File: src/rtl/mc_pkg.sv
// Shared encodings for the multi-cycle MIPS controller: FSM states, opcodes and
// datapath select codes.
package mc_pkg;

    typedef enum logic [3:0] {
        StFetch  = 4'd0,
        StDecode = 4'd1,
        StMemAdr = 4'd2,
        StMemRd  = 4'd3,
        StMemWb  = 4'd4,
        StMemWr  = 4'd5,
        StExec   = 4'd6,
        StRwb    = 4'd7,
        StBranch = 4'd8,
        StJump   = 4'd9,
        StIExec  = 4'd10,
        StIwb    = 4'd11,
        StTrap   = 4'd15
    } state_e;

    localparam logic [5:0] OpRType = 6'h00;
    localparam logic [5:0] OpLw    = 6'h23;
    localparam logic [5:0] OpSw    = 6'h2B;
    localparam logic [5:0] OpBeq   = 6'h04;
    localparam logic [5:0] OpJ     = 6'h02;
    localparam logic [5:0] OpAddi  = 6'h08;
    localparam logic [5:0] OpOri   = 6'h0D;

    localparam logic [1:0] AluAdd   = 2'b00;
    localparam logic [1:0] AluSub   = 2'b01;
    localparam logic [1:0] AluFunct = 2'b10;
    localparam logic [1:0] AluOr    = 2'b11;

    localparam logic [1:0] SrcBRt     = 2'b00;
    localparam logic [1:0] SrcBFour   = 2'b01;
    localparam logic [1:0] SrcBImm    = 2'b10;
    localparam logic [1:0] SrcBImmSh2 = 2'b11;

    localparam logic [1:0] PcSrcAlu    = 2'b00;
    localparam logic [1:0] PcSrcAluOut = 2'b01;
    localparam logic [1:0] PcSrcJump   = 2'b10;

    localparam logic [1:0] CauseNone    = 2'b00;
    localparam logic [1:0] CauseIllegal = 2'b01;
    localparam logic [1:0] CauseTimeout = 2'b10;

    function automatic logic is_mem_state(input state_e s);
        return (s == StFetch) || (s == StMemRd) || (s == StMemWr);
    endfunction

endpackage

File: src/rtl/mc_wait_timer.sv
// Memory wait counter: counts stalled cycles and flags when MEM_TIMEOUT is reached.
module mc_wait_timer #(
    parameter int unsigned MEM_TIMEOUT = 15,
    parameter int unsigned TMO_W       = 8
) (
    input  logic clk_i,
    input  logic rst_i,
    input  logic clr_i,
    input  logic en_i,
    output logic timeout_o
);

    logic [TMO_W-1:0] cnt_d, cnt_q;

    assign timeout_o = (cnt_q == TMO_W'(MEM_TIMEOUT));

    // Saturates at the limit so a held stall cannot wrap back below it.
    always_comb begin
        cnt_d = cnt_q;
        if (clr_i) begin
            cnt_d = '0;
        end else if (en_i && !timeout_o) begin
            cnt_d = cnt_q + TMO_W'(1);
        end
    end

    always_ff @(posedge clk_i) begin
        if (rst_i) begin
            cnt_q <= '0;
        end else begin
            cnt_q <= cnt_d;
        end
    end

endmodule

File: src/rtl/mc_controller.sv
// Multi-cycle MIPS control FSM with mem_ready handshake, wait timeout and trap.
// Define MC_PERF_CNT_EN to add the cycle_cnt/instr_cnt performance counters.
module mc_controller
    import mc_pkg::*;
#(
    parameter int unsigned MEM_TIMEOUT = 15,
    parameter int unsigned TMO_W       = 8
) (
    input  logic       clock,
    input  logic       reset,
    input  logic [5:0] opcode,
    input  logic [5:0] funct,
    input  logic       Zero,
    input  logic       mem_ready,
    output logic       PCWrite,
    output logic       PCWriteCond,
    output logic       IorD,
    output logic       MemRead,
    output logic       MemWrite,
    output logic       IRWrite,
    output logic       RegDst,
    output logic       MemtoReg,
    output logic       RegWrite,
    output logic       ALUSrcA,
    output logic [1:0] ALUSrcB,
    output logic [1:0] ALUOp,
    output logic [1:0] PCSrc,
    output logic       Ext_op,
    output logic       trap,
    output logic [1:0] trap_cause,
    output logic [3:0] state
`ifdef MC_PERF_CNT_EN
    ,
    output logic [31:0] cycle_cnt,
    output logic [31:0] instr_cnt
`endif
);

    state_e     state_q, state_d;
    logic       trap_d, trap_q;
    logic [1:0] trap_cause_d, trap_cause_q;
    logic       timeout;

    // ALU control decodes funct and the datapath gates branches on Zero.
    logic unused_inputs;
    assign unused_inputs = ^{funct, Zero};

    mc_wait_timer #(
        .MEM_TIMEOUT(MEM_TIMEOUT),
        .TMO_W      (TMO_W)
    ) u_wait_timer (
        .clk_i    (clock),
        .rst_i    (reset),
        .clr_i    (state_d != state_q),
        .en_i     (is_mem_state(state_q) && !mem_ready),
        .timeout_o(timeout)
    );

    always_comb begin : next_state
        state_d = state_q;
        case (state_q)
            StFetch:  if (mem_ready) state_d = StDecode; else if (timeout) state_d = StTrap;
            StDecode: begin
                case (opcode)
                    OpLw, OpSw:     state_d = StMemAdr;
                    OpRType:        state_d = StExec;
                    OpBeq:          state_d = StBranch;
                    OpJ:            state_d = StJump;
                    OpAddi, OpOri:  state_d = StIExec;
                    default:        state_d = StTrap;
                endcase
            end
            StMemAdr: state_d = (opcode == OpLw) ? StMemRd : StMemWr;
            StMemRd:  if (mem_ready) state_d = StMemWb; else if (timeout) state_d = StTrap;
            StMemWr:  if (mem_ready) state_d = StFetch; else if (timeout) state_d = StTrap;
            StExec:   state_d = StRwb;
            StIExec:  state_d = StIwb;
            StMemWb, StRwb, StBranch, StJump, StIwb: state_d = StFetch;
            default:  state_d = StTrap;
        endcase
    end

    always_comb begin : trap_next
        trap_d       = trap_q;
        trap_cause_d = trap_cause_q;
        if (state_d == StTrap && state_q != StTrap) begin
            trap_d       = 1'b1;
            trap_cause_d = (state_q == StDecode) ? CauseIllegal : CauseTimeout;
        end
    end

    always_ff @(posedge clock) begin
        if (reset) begin
            state_q      <= StFetch;
            trap_q       <= 1'b0;
            trap_cause_q <= CauseNone;
        end else begin
            state_q      <= state_d;
            trap_q       <= trap_d;
            trap_cause_q <= trap_cause_d;
        end
    end

    always_comb begin : outputs
        PCWrite     = 1'b0;
        PCWriteCond = 1'b0;
        MemRead     = 1'b0;
        MemWrite    = 1'b0;
        IRWrite     = 1'b0;
        RegWrite    = 1'b0;
        IorD        = 1'b0;
        RegDst      = 1'b0;
        MemtoReg    = 1'b0;
        ALUSrcA     = 1'b0;
        ALUSrcB     = SrcBRt;
        ALUOp       = AluAdd;
        PCSrc       = PcSrcAlu;
        Ext_op      = 1'b0;
        case (state_q)
            StFetch: begin
                MemRead = 1'b1;
                ALUSrcB = SrcBFour;
                IRWrite = mem_ready;
                PCWrite = mem_ready;
            end
            StDecode: begin
                ALUSrcB = SrcBImmSh2;
                Ext_op  = 1'b1;
            end
            StMemAdr: begin
                ALUSrcA = 1'b1;
                ALUSrcB = SrcBImm;
                Ext_op  = 1'b1;
            end
            StMemRd: begin
                MemRead = 1'b1;
                IorD    = 1'b1;
            end
            StMemWb: begin
                MemtoReg = 1'b1;
                RegWrite = mem_ready;
            end
            StMemWr: begin
                MemWrite = 1'b1;
                IorD     = 1'b1;
            end
            StExec: begin
                ALUSrcA = 1'b1;
                ALUOp   = AluFunct;
            end
            StRwb: begin
                RegDst   = 1'b1;
                RegWrite = 1'b1;
            end
            StBranch: begin
                ALUSrcA     = 1'b1;
                ALUOp       = AluSub;
                PCSrc       = PcSrcAluOut;
                PCWriteCond = 1'b1;
            end
            StJump: begin
                PCSrc   = PcSrcJump;
                PCWrite = 1'b1;
            end
            StIExec: begin
                ALUSrcA = 1'b1;
                ALUSrcB = SrcBImm;
                if (opcode == OpOri) begin
                    ALUOp  = AluOr;
                    Ext_op = 1'b0;
                end else begin
                    Ext_op = 1'b1;
                end
            end
            StIwb:   RegWrite = 1'b1;
            default: ;
        endcase
        // No write of any kind may escape during the reset cycle.
        if (reset) begin
            PCWrite     = 1'b0;
            PCWriteCond = 1'b0;
            MemRead     = 1'b0;
            MemWrite    = 1'b0;
            IRWrite     = 1'b0;
            RegWrite    = 1'b0;
        end
    end

    assign trap       = trap_q;
    assign trap_cause = trap_cause_q;
    assign state      = state_q;

`ifdef MC_PERF_CNT_EN
    logic [31:0] cycle_cnt_d, cycle_cnt_q, instr_cnt_d, instr_cnt_q;
    logic        from_terminal;

    always_comb begin
        from_terminal = (state_q == StMemWb) || (state_q == StMemWr) || (state_q == StRwb) ||
                        (state_q == StBranch) || (state_q == StJump) || (state_q == StIwb);
        cycle_cnt_d   = cycle_cnt_q + ((state_q != StTrap) ? 32'd1 : 32'd0);
        instr_cnt_d   = instr_cnt_q + ((from_terminal && state_d == StFetch) ? 32'd1 : 32'd0);
    end

    always_ff @(posedge clock) begin
        if (reset) begin
            cycle_cnt_q <= '0;
            instr_cnt_q <= '0;
        end else begin
            cycle_cnt_q <= cycle_cnt_d;
            instr_cnt_q <= instr_cnt_d;
        end
    end

    assign cycle_cnt = cycle_cnt_q;
    assign instr_cnt = instr_cnt_q;
`endif

endmodule

File: config.mk
export PLATFORM = sky130hd
export DESIGN_NAME = mc_controller
export DESIGN_NICKNAME = d
export VERILOG_FILES = /design/src/rtl/mc_pkg.sv /design/src/rtl/mc_wait_timer.sv /design/src/rtl/mc_controller.sv
export SDC_FILE = /design/constraint.sdc
export NUM_CORES = 1
export LEC_CHECK = 0
export CORE_UTILIZATION = 59
export CTS_BUF_LIST = sky130_fd_sc_hd__clkbuf_4
export DETAILED_ROUTE_END_ITERATION = 10
export DONT_BUFFER_PORTS = 1
export HOLD_SLACK_MARGIN = 0.05
export PLACE_DENSITY_LB_ADDON = 0.25
export REMOVE_ABC_BUFFERS = 1
export SLEW_MARGIN = 30
export SYNTH_ARGS = -nofsm -noshare
export SYNTH_HDL_FRONTEND = slang
export SYNTH_SLANG_ARGS = --single-unit
File: constraint.sdc
create_clock -name clock -period 2.05 [get_ports clock]
set_input_delay 0.205 -clock clock [delete_from_list [all_inputs] [get_ports clock]]
set_output_delay 0.205 -clock clock [all_outputs]
set_load 0.1 [all_outputs]
==> run summary, run 1 <==
### Placement
• **I/O Buffers** 0
• **GPL Wtd Cong** 0.900
• **pre-CTS worst setup slack** -298 ps
• **DPL Wire Length** 4.43 mm
• **total cell area at the placement stage** 2120 µm²

### Clocking
• **number of hold buffers added after CTS** 1
• **buffer count from post-CTS setup fixing** 7
• **CTS sink count** 15
• **CTS buffer count** 3
• **level count of the clock H-tree** 1
• **maximum buffer depth of the clock tree** 2
• **Resized cells post-CTS** 35
• **CTS Root Cell** clkbuf_4

### Outcome
• **tool error** [ERROR DPL-0038] Utilization greater than 100%, impossible to legalize
• **Failed at** clock tree synthesis (4_1_cts)
• **result of the run** aborted with a tool error

### Die
• **vertical die dimension** 50.4 µm
• **effective utilization at floorplan** 62.6%
• **chip width** 50.4 µm
• **I/O pin count** 40
• **placement row count** 17

### Yosys
• **async set-reset flop share out of synthesis** 0%
• **synthesized flop and latch total** 15
• **count of flip-flops with a built-in enable after synthesis** 0
• **number of distinct library cells after synthesis** 56
• **Yosys Warn Count** 0
• **number of instances in the synthesized netlist** 176
• **Mean Syn Cell Area** 7.86 µm²
• **most instantiated flip-flop cell in the synthesis netlist** dfxtp_1
• **area share of the leading cell type in the synthesized netlist** 21.7%
• **sequential area share after synthesis** 21.7%
• **top cells by area in the synthesized netlist** dfxtp_1 22%, nor3_2 7.2%, xor2_1 5.1%, a21oi_1 4.3%, nor2_1 4.3%
• **library cell with the largest summed area after synthesis** dfxtp_1
• **Post-Synthesis Cell Area** 1380 µm²

cells by family after synthesis:
logic type                 Yosys count  share of synthesized area [%]
DFF                                 15                           21.7
muxes                                2                           1.45
buffers and inverters               21                           7.50
xor gates and xnor gates            10                           6.87
adders and majority gates            1                          0.904
and+or+nand+nor                     88                           39.7
AOI/OAI and AO/OA                   39                           21.9
synthesized netlist by cell type (all sizes together) (2+ instances only):
master / number
inv: 6
o21ai: 5
nor3: 20
a211oi: 3
xnor2: 2
nor2: 17
nor3b: 2
nand2b: 3
nor2b: 2
nand2: 13
a21oi: 12
xor2: 8
o311ai: 3
o22ai: 2
o21a: 2
buf: 9
clkbuf: 6
or4: 3
dfxtp: 15
mux2i: 2
a221oi: 2
nand3: 4
nor4: 7
and3: 5
o211a: 2
or3: 3
nand4: 3
stage by stage:
stage | util (%) | instances | TNS (ps) | hold WS (ps)
after floorplan | - | 161 | -37950 | 274
after global placement | 95.7 | 250 | -1290 | 272
after detailed placement | 95.7 | 250 | -2760 | 278
==> run 2: changes to the inputs <==
--- a/config.mk
+++ b/config.mk
@@ -5,12 +5,11 @@
 export SDC_FILE = /design/constraint.sdc
 export NUM_CORES = 1
 export LEC_CHECK = 0
-export CORE_UTILIZATION = 59
-export CTS_BUF_LIST = sky130_fd_sc_hd__clkbuf_4
+export CORE_AREA = 2 2 63 65
 export DETAILED_ROUTE_END_ITERATION = 10
+export DIE_AREA = 0 0 65 67
 export DONT_BUFFER_PORTS = 1
-export HOLD_SLACK_MARGIN = 0.05
-export PLACE_DENSITY_LB_ADDON = 0.25
+export PLACE_DENSITY_LB_ADDON = 0.15
 export REMOVE_ABC_BUFFERS = 1
 export SLEW_MARGIN = 30
 export SYNTH_ARGS = -nofsm -noshare
==> constraint.sdc (replaced) <==
create_clock -name clock -period 2.7 [get_ports clock]
set_input_delay 0.27 -clock clock [delete_from_list [all_inputs] [get_ports clock]]
set_output_delay 0.27 -clock clock [all_outputs]
set_load 0.1 [all_outputs]
==> run summary, run 2 <==
### Timing
• **unrepaired setup endpoints after global routing** no
• **hold violation total from the final report** 0
• **slew of the pin with the lowest slew margin** 965 ps
• **worst setup skew after layout** 0.983 ps
• **Period Utilization, post-route** 87.2%
• **maximum achievable frequency** 0.425 GHz
• **worst slack on hold paths** 85.4 ps
• **final critical delay including setup and external delays** 2350 ps
• **final-layout setup total negative slack** 0 ps
• **final slew viol count** 0
• **Final Setup Violations** 0
• **worst-case headroom to the max-slew limit** 35.6%

### Yosys
• **synthesized flop and latch total** 15, unchanged
• **Post-Synthesis Cell Area** 1380 µm², unchanged
• **count of flip-flops with a built-in enable after synthesis** 0, unchanged
• **sequential area share after synthesis** 21.7%, unchanged
• **most instantiated flip-flop cell in the synthesis netlist** dfxtp_1
• **number of instances in the synthesized netlist** 176, unchanged
• **Yosys Warn Count** 0, unchanged
• **top-count cell post-synth** nor2_1
• **number of distinct library cells after synthesis** 56, unchanged
• **Mean Syn Cell Area** 7.86 µm², unchanged
• **library cell with the largest summed area after synthesis** dfxtp_1
• **top cells by area in the synthesized netlist** dfxtp_1 22%, nor3_2 7.2%, xor2_1 5.1%, a21oi_1 4.3%, nor2_1 4.3%
• **async set-reset flop share out of synthesis** 0%, unchanged
• **Commonest cells post-synth** 16 x nor2_1, 15 x dfxtp_1, 12 x a21oi_1, 12 x nand2_1
• **area share of the leading cell type in the synthesized netlist** 21.7%, unchanged

### Final layout
• **number of flip-flops in the largest register** 8
• **n_diodes** 0
• **total number of nets in the final design** 210
• **fraction of layout instances using a drive strength above 1** 37.0%
• **top library cells by usage in the layout, fill and taps aside** 18 x buf_4, 16 x nor3_2, 12 x nor2_1, 12 x nand2_1, 11 x dfxtp_1
• **fillers** 331
• **synth-to-layout area growth** 32.5%
• **Layout Cell Area excl Fill** 1830 µm²
• **commonest non-fill, non-tap cell in the layout** buf_4
• **Top reg by flops** u_wait_timer.cnt_q

### Clocking
• **level count of the clock H-tree** 1, unchanged
• **clock transition at the registers of the reported paths** 60 ps
• **worst-skew pair later-pin latency** 240 ps
• **CTS buffer count** 3, unchanged
• **buffer count from post-CTS setup fixing** 0, -7
• **maximum buffer depth of the clock tree** 2, unchanged
• **CTS Root Cell** clkbuf_8
• **number of hold buffers added after CTS** 0, -1
• **CTS tree** done
• **CTS sink count** 15, unchanged
• **Resized cells post-CTS** 0, -100%

### Route
• **Final ANT Viol Nets** 0
• **wire length per cell after detailed routing** 14.5 µm
• **wirelength, routed** 3.48 mm
• **Pre-Repair DR Iteration Count** 4
• **via count** 1340
• **per-cell via count in the routed design** 5.58
• **residual DRC count** 0
• **drt first-iter violations** 57

### Critical path
• **startpoint of the worst-slack reg-to-reg timing path** u_wait_timer.cnt_q[0]
• **launching element type of the critical path** flop
• **Worst Path Class, Setup** reg2reg
• **arrival time of data at the critical path endpoint** 2490 ps
• **required time of the worst setup path** 2840 ps
• **Worst Path Max Fanout** 6
• **worst reg2reg path endpoint** trap_cause[1]
• **path depth of the worst reg2reg path** 7
• **kind of capture point of the worst setup path** flop
• **r2r setup slk** 350 ps

### Die
• **core region area** 3610 µm²
• **chip width** 65 µm, +29%
• **vertical die dimension** 67 µm, +33%
• **effective utilization at floorplan** 38.4%, -24 points
• **placement row count** 22, +5
• **area enclosed by the die boundary** 4360 µm²
• **I/O pin count** 40, unchanged

### Hold path
• **Cells on Worst Hold Path** 1
• **endpoint of the worst hold-timing path** state[2]
• **Hold Startpoint** reset
• **class of the most critical hold timing path** in2reg

### Outcome
• **result of the run** complete, no violations

### Placement
• **DPL Wire Length** 2.72 mm, -38%
• **total cell area at the placement stage** 1790 µm², -16%
• **I/O Buffers** 0, unchanged
• **GPL Wtd Cong** 0.801, -11%

### GRT
• **antenna violations before repair** 0
• **number of global-route vias before repair** 1339
• **total grt overflow** 0
• **first-pass GRT wire length** 6.19 mm
• **global-route usage over all layers** 17.8%
• **largest net degree at the start of global routing** 26

### Job
• **Max Cap Violations** 0

## run 2: cell counts after synthesis
No cell type changed its count.
## run 2: worst max-delay path, cell delays in order, from the launching register on
cell	delay, ps
dfxtp_1	360
ha_1	200
and3_1	300
nand2_2	140
a2111oi_2	410
o22ai_1	170
or4_1	520
o211a_1	150
## run 2: worst max-delay path by stage
stage	startpoint	to	slack [ps]	cells past startpoint
3_5_place_dp	u_wait_timer.cnt_q[0]	trap_cause[1]	340	7
6_report	u_wait_timer.cnt_q[0]	trap_cause[1]	350	7
4_1_cts	u_wait_timer.cnt_q[0]	trap_cause[1]	340	7
2_1_floorplan	state[3]	PCWriteCond	-2120	2
3_3_place_gp	u_wait_timer.cnt_q[0]	trap_cause[1]	370	7
5_1_grt	state[1]	trap_cause[1]	220	6
## run 2: layout make-up
cell class / instances / area, µm² / share of cell area [%]
inverters: 6 / 22.5 / 1.23
well taps: 48 / 60.1 / 3.28
clock buffers: 3 / 41.3 / 2.25
clock inverters: 1 / 5.00 / 0.273
repair buffers: 27 / 355 / 19.4
multi-input cells: 140 / 1040 / 56.9
flip-flops and latches: 15 / 305 / 16.7
## run 2: logic make-up after synthesis
| group | after synthesis | share of synthesized area [%] |
|---|---|---|
| flops | 15 | 21.7 |
| xor+xnor | 10 | 6.87 |
| mux | 2 | 1.45 |
| compound gates | 39 | 21.9 |
| simple gates | 88 | 39.7 |
| buf+inv | 21 | 7.50 |
| fa+ha+maj | 1 | 0.904 |
## run 2: routing by layer
layer / share of wire [%] / wire length [µm] / global-route usage [%] / vias to the layer above
met1: 45 / 1560 / 22.7 / 617
met5: 0 / 0 / 0 / -
met4: 1.8 / 61 / 6.91 / 0
met2: 49 / 1700 / 30.2 / 36
li1: - / - / - / 683
met3: 4.3 / 151 / 2.36 / 4
## run 2: stage by stage
step / cells / utilization, % / worst slack [ps]
after global routing: 240 / 50.8 / 216
final: 240 / 50.8 / 346
after floorplan: 161 / - / -2120
after detailed placement: 236 / 49.5 / 341
after CTS: 240 / 50.8 / 336
after global placement: 236 / 49.5 / 366
Power of run 2 is left out: the tool's default activity adds up to more than one toggle a clock period on the data nets, which glitch-free logic cannot reach.
==> run 3: changes to the inputs <==
--- a/config.mk
+++ b/config.mk
@@ -10,6 +10,7 @@
 export DIE_AREA = 0 0 65 67
 export DONT_BUFFER_PORTS = 1
 export PLACE_DENSITY_LB_ADDON = 0.15
+export RECOVER_POWER = 50
 export REMOVE_ABC_BUFFERS = 1
 export SLEW_MARGIN = 30
 export SYNTH_ARGS = -nofsm -noshare
==> run summary, run 3 (synthesis gave the netlist of run 2 again) <==
### Outcome
• **result of the run** complete, no violations

### Die
• **area enclosed by the die boundary** 4360 µm², unchanged
• **core region area** 3610 µm², unchanged
• **vertical die dimension** 67 µm, unchanged
• **effective utilization at floorplan** 38.4%, unchanged
• **I/O pin count** 40, unchanged
• **chip width** 65 µm, unchanged
• **placement row count** 22, unchanged

### Critical path
• **r2r setup slk** 290 ps, -50 ps
• **launching element type of the critical path** flop
• **Worst Path Max Fanout** 6, unchanged
• **Worst Path Class, Setup** reg2reg
• **required time of the worst setup path** 2840 ps, about the same
• **kind of capture point of the worst setup path** flop
• **arrival time of data at the critical path endpoint** 2540 ps, +50 ps
• **path depth of the worst reg2reg path** 7, unchanged

### Clocking
• **worst-skew pair later-pin latency** 240 ps, about the same
• **Resized cells post-CTS** 0, unchanged
• **CTS tree** done
• **CTS buffer count** 3, unchanged
• **number of hold buffers added after CTS** 0, unchanged
• **maximum buffer depth of the clock tree** 2, unchanged
• **clock transition at the registers of the reported paths** 60 ps, about the same
• **level count of the clock H-tree** 1, unchanged
• **buffer count from post-CTS setup fixing** 0, unchanged
• **CTS Root Cell** clkbuf_8
• **CTS sink count** 15, unchanged

### Final layout
• **number of flip-flops in the largest register** 8, unchanged
• **total number of nets in the final design** 210, unchanged
• **commonest non-fill, non-tap cell in the layout** nor3_2
• **Top reg by flops** u_wait_timer.cnt_q
• **fraction of layout instances using a drive strength above 1** 35.4%, -1.6 points
• **synth-to-layout area growth** 27.5%
• **n_diodes** 0, unchanged
• **top library cells by usage in the layout, fill and taps aside** 16 x nor3_2, 13 x nand2_1, 13 x buf_4, 12 x nor2_1, 11 x dfxtp_1
• **share of the core filled with cells** 48.9%, -1.9 points

### Placement
• **GPL Wtd Cong** 0.801, unchanged
• **I/O Buffers** 0, unchanged
• **DPL Wire Length** 2.72 mm, unchanged

### Timing
• **hold violation total from the final report** 0, unchanged
• **worst slack on hold paths** 86.0 ps, +0.539 ps
• **unrepaired setup endpoints after global routing** no
• **worst setup skew after layout** 0.598 ps, -0.384 ps
• **final slew viol count** 0, unchanged
• **slew of the pin with the lowest slew margin** 1160 ps, +195 ps
• **Final Setup Violations** 0, unchanged
• **maximum achievable frequency** 0.415 GHz, -2.2%
• **final-layout setup total negative slack** 0 ps, unchanged
• **worst-case headroom to the max-slew limit** 23.0%, -13 points
• **final critical delay including setup and external delays** 2410 ps, +53.8 ps
• **Period Utilization, post-route** 89.2%, +2.0 points

### Route
• **via count** 1342, +0.15%
• **Pre-Repair DR Iteration Count** 4, unchanged
• **Final ANT Viol Nets** 0, unchanged
• **wire length per cell after detailed routing** 14.5 µm, +0.32%
• **drt first-iter violations** 58, +1.8%
• **wirelength, routed** 3.49 mm, +0.32%
• **residual DRC count** 0, unchanged
• **per-cell via count in the routed design** 5.59, +0.15%

### GRT
• **number of global-route vias before repair** 1339, unchanged
• **antenna violations before repair** 0, unchanged
• **first-pass GRT wire length** 6.19 mm, unchanged
• **largest net degree at the start of global routing** 26, unchanged
• **global-route usage over all layers** 17.8%, unchanged
• **total grt overflow** 0, unchanged

### Hold path
• **class of the most critical hold timing path** in2reg
• **Cells on Worst Hold Path** 1, unchanged

### Job
• **Max Cap Violations** 0, unchanged

-- run 3: cell type report --
class	instances	area, µm²
clock buffer	3	41.3
fill	340	1840
inverter	6	22.5
multi-input combinational	140	1040
timing repair buffer	27	289
tap	48	60.1
clock inverter	1	5.00
sequential	15	305
-- run 3: routing by layer --
metal  up-vias  GRT usage (%)  share of wire, %
met5         -              0                 0
met4         0           6.91               1.8
met3         4           2.36               3.9
met2        36           30.2                48
met1       621           22.7                46
li1        681              -                 -
-- run 3: final timing paths --
path / startpoint / endpoint
max reg2reg: u_wait_timer.cnt_q[0] / trap_cause[1]
min: reset / state[2]
max: u_wait_timer.cnt_q[0] / trap_cause[1]
min reg2reg: trap_cause[0] / trap_cause[0]
-- run 3: stage by stage --
stage,instance area [µm²],instances,setup slack (ps)
2_1_floorplan,1300,161,-2120
3_3_place_gp,1790,236,366
3_5_place_dp,1790,236,341
4_1_cts,1830,240,336
5_1_grt,1760,240,155
6_report,1760,240,293
-- run 3: worst max-delay path: stages, from the launching register on --
cell and delay, ps:
dfxtp_1 360, ha_1 200, and3_1 280, nand2_1 190, a2111oi_2 430, o22ai_1 170
or4_1 520, o211a_1 150
Power of run 3 is left out for the same reason.
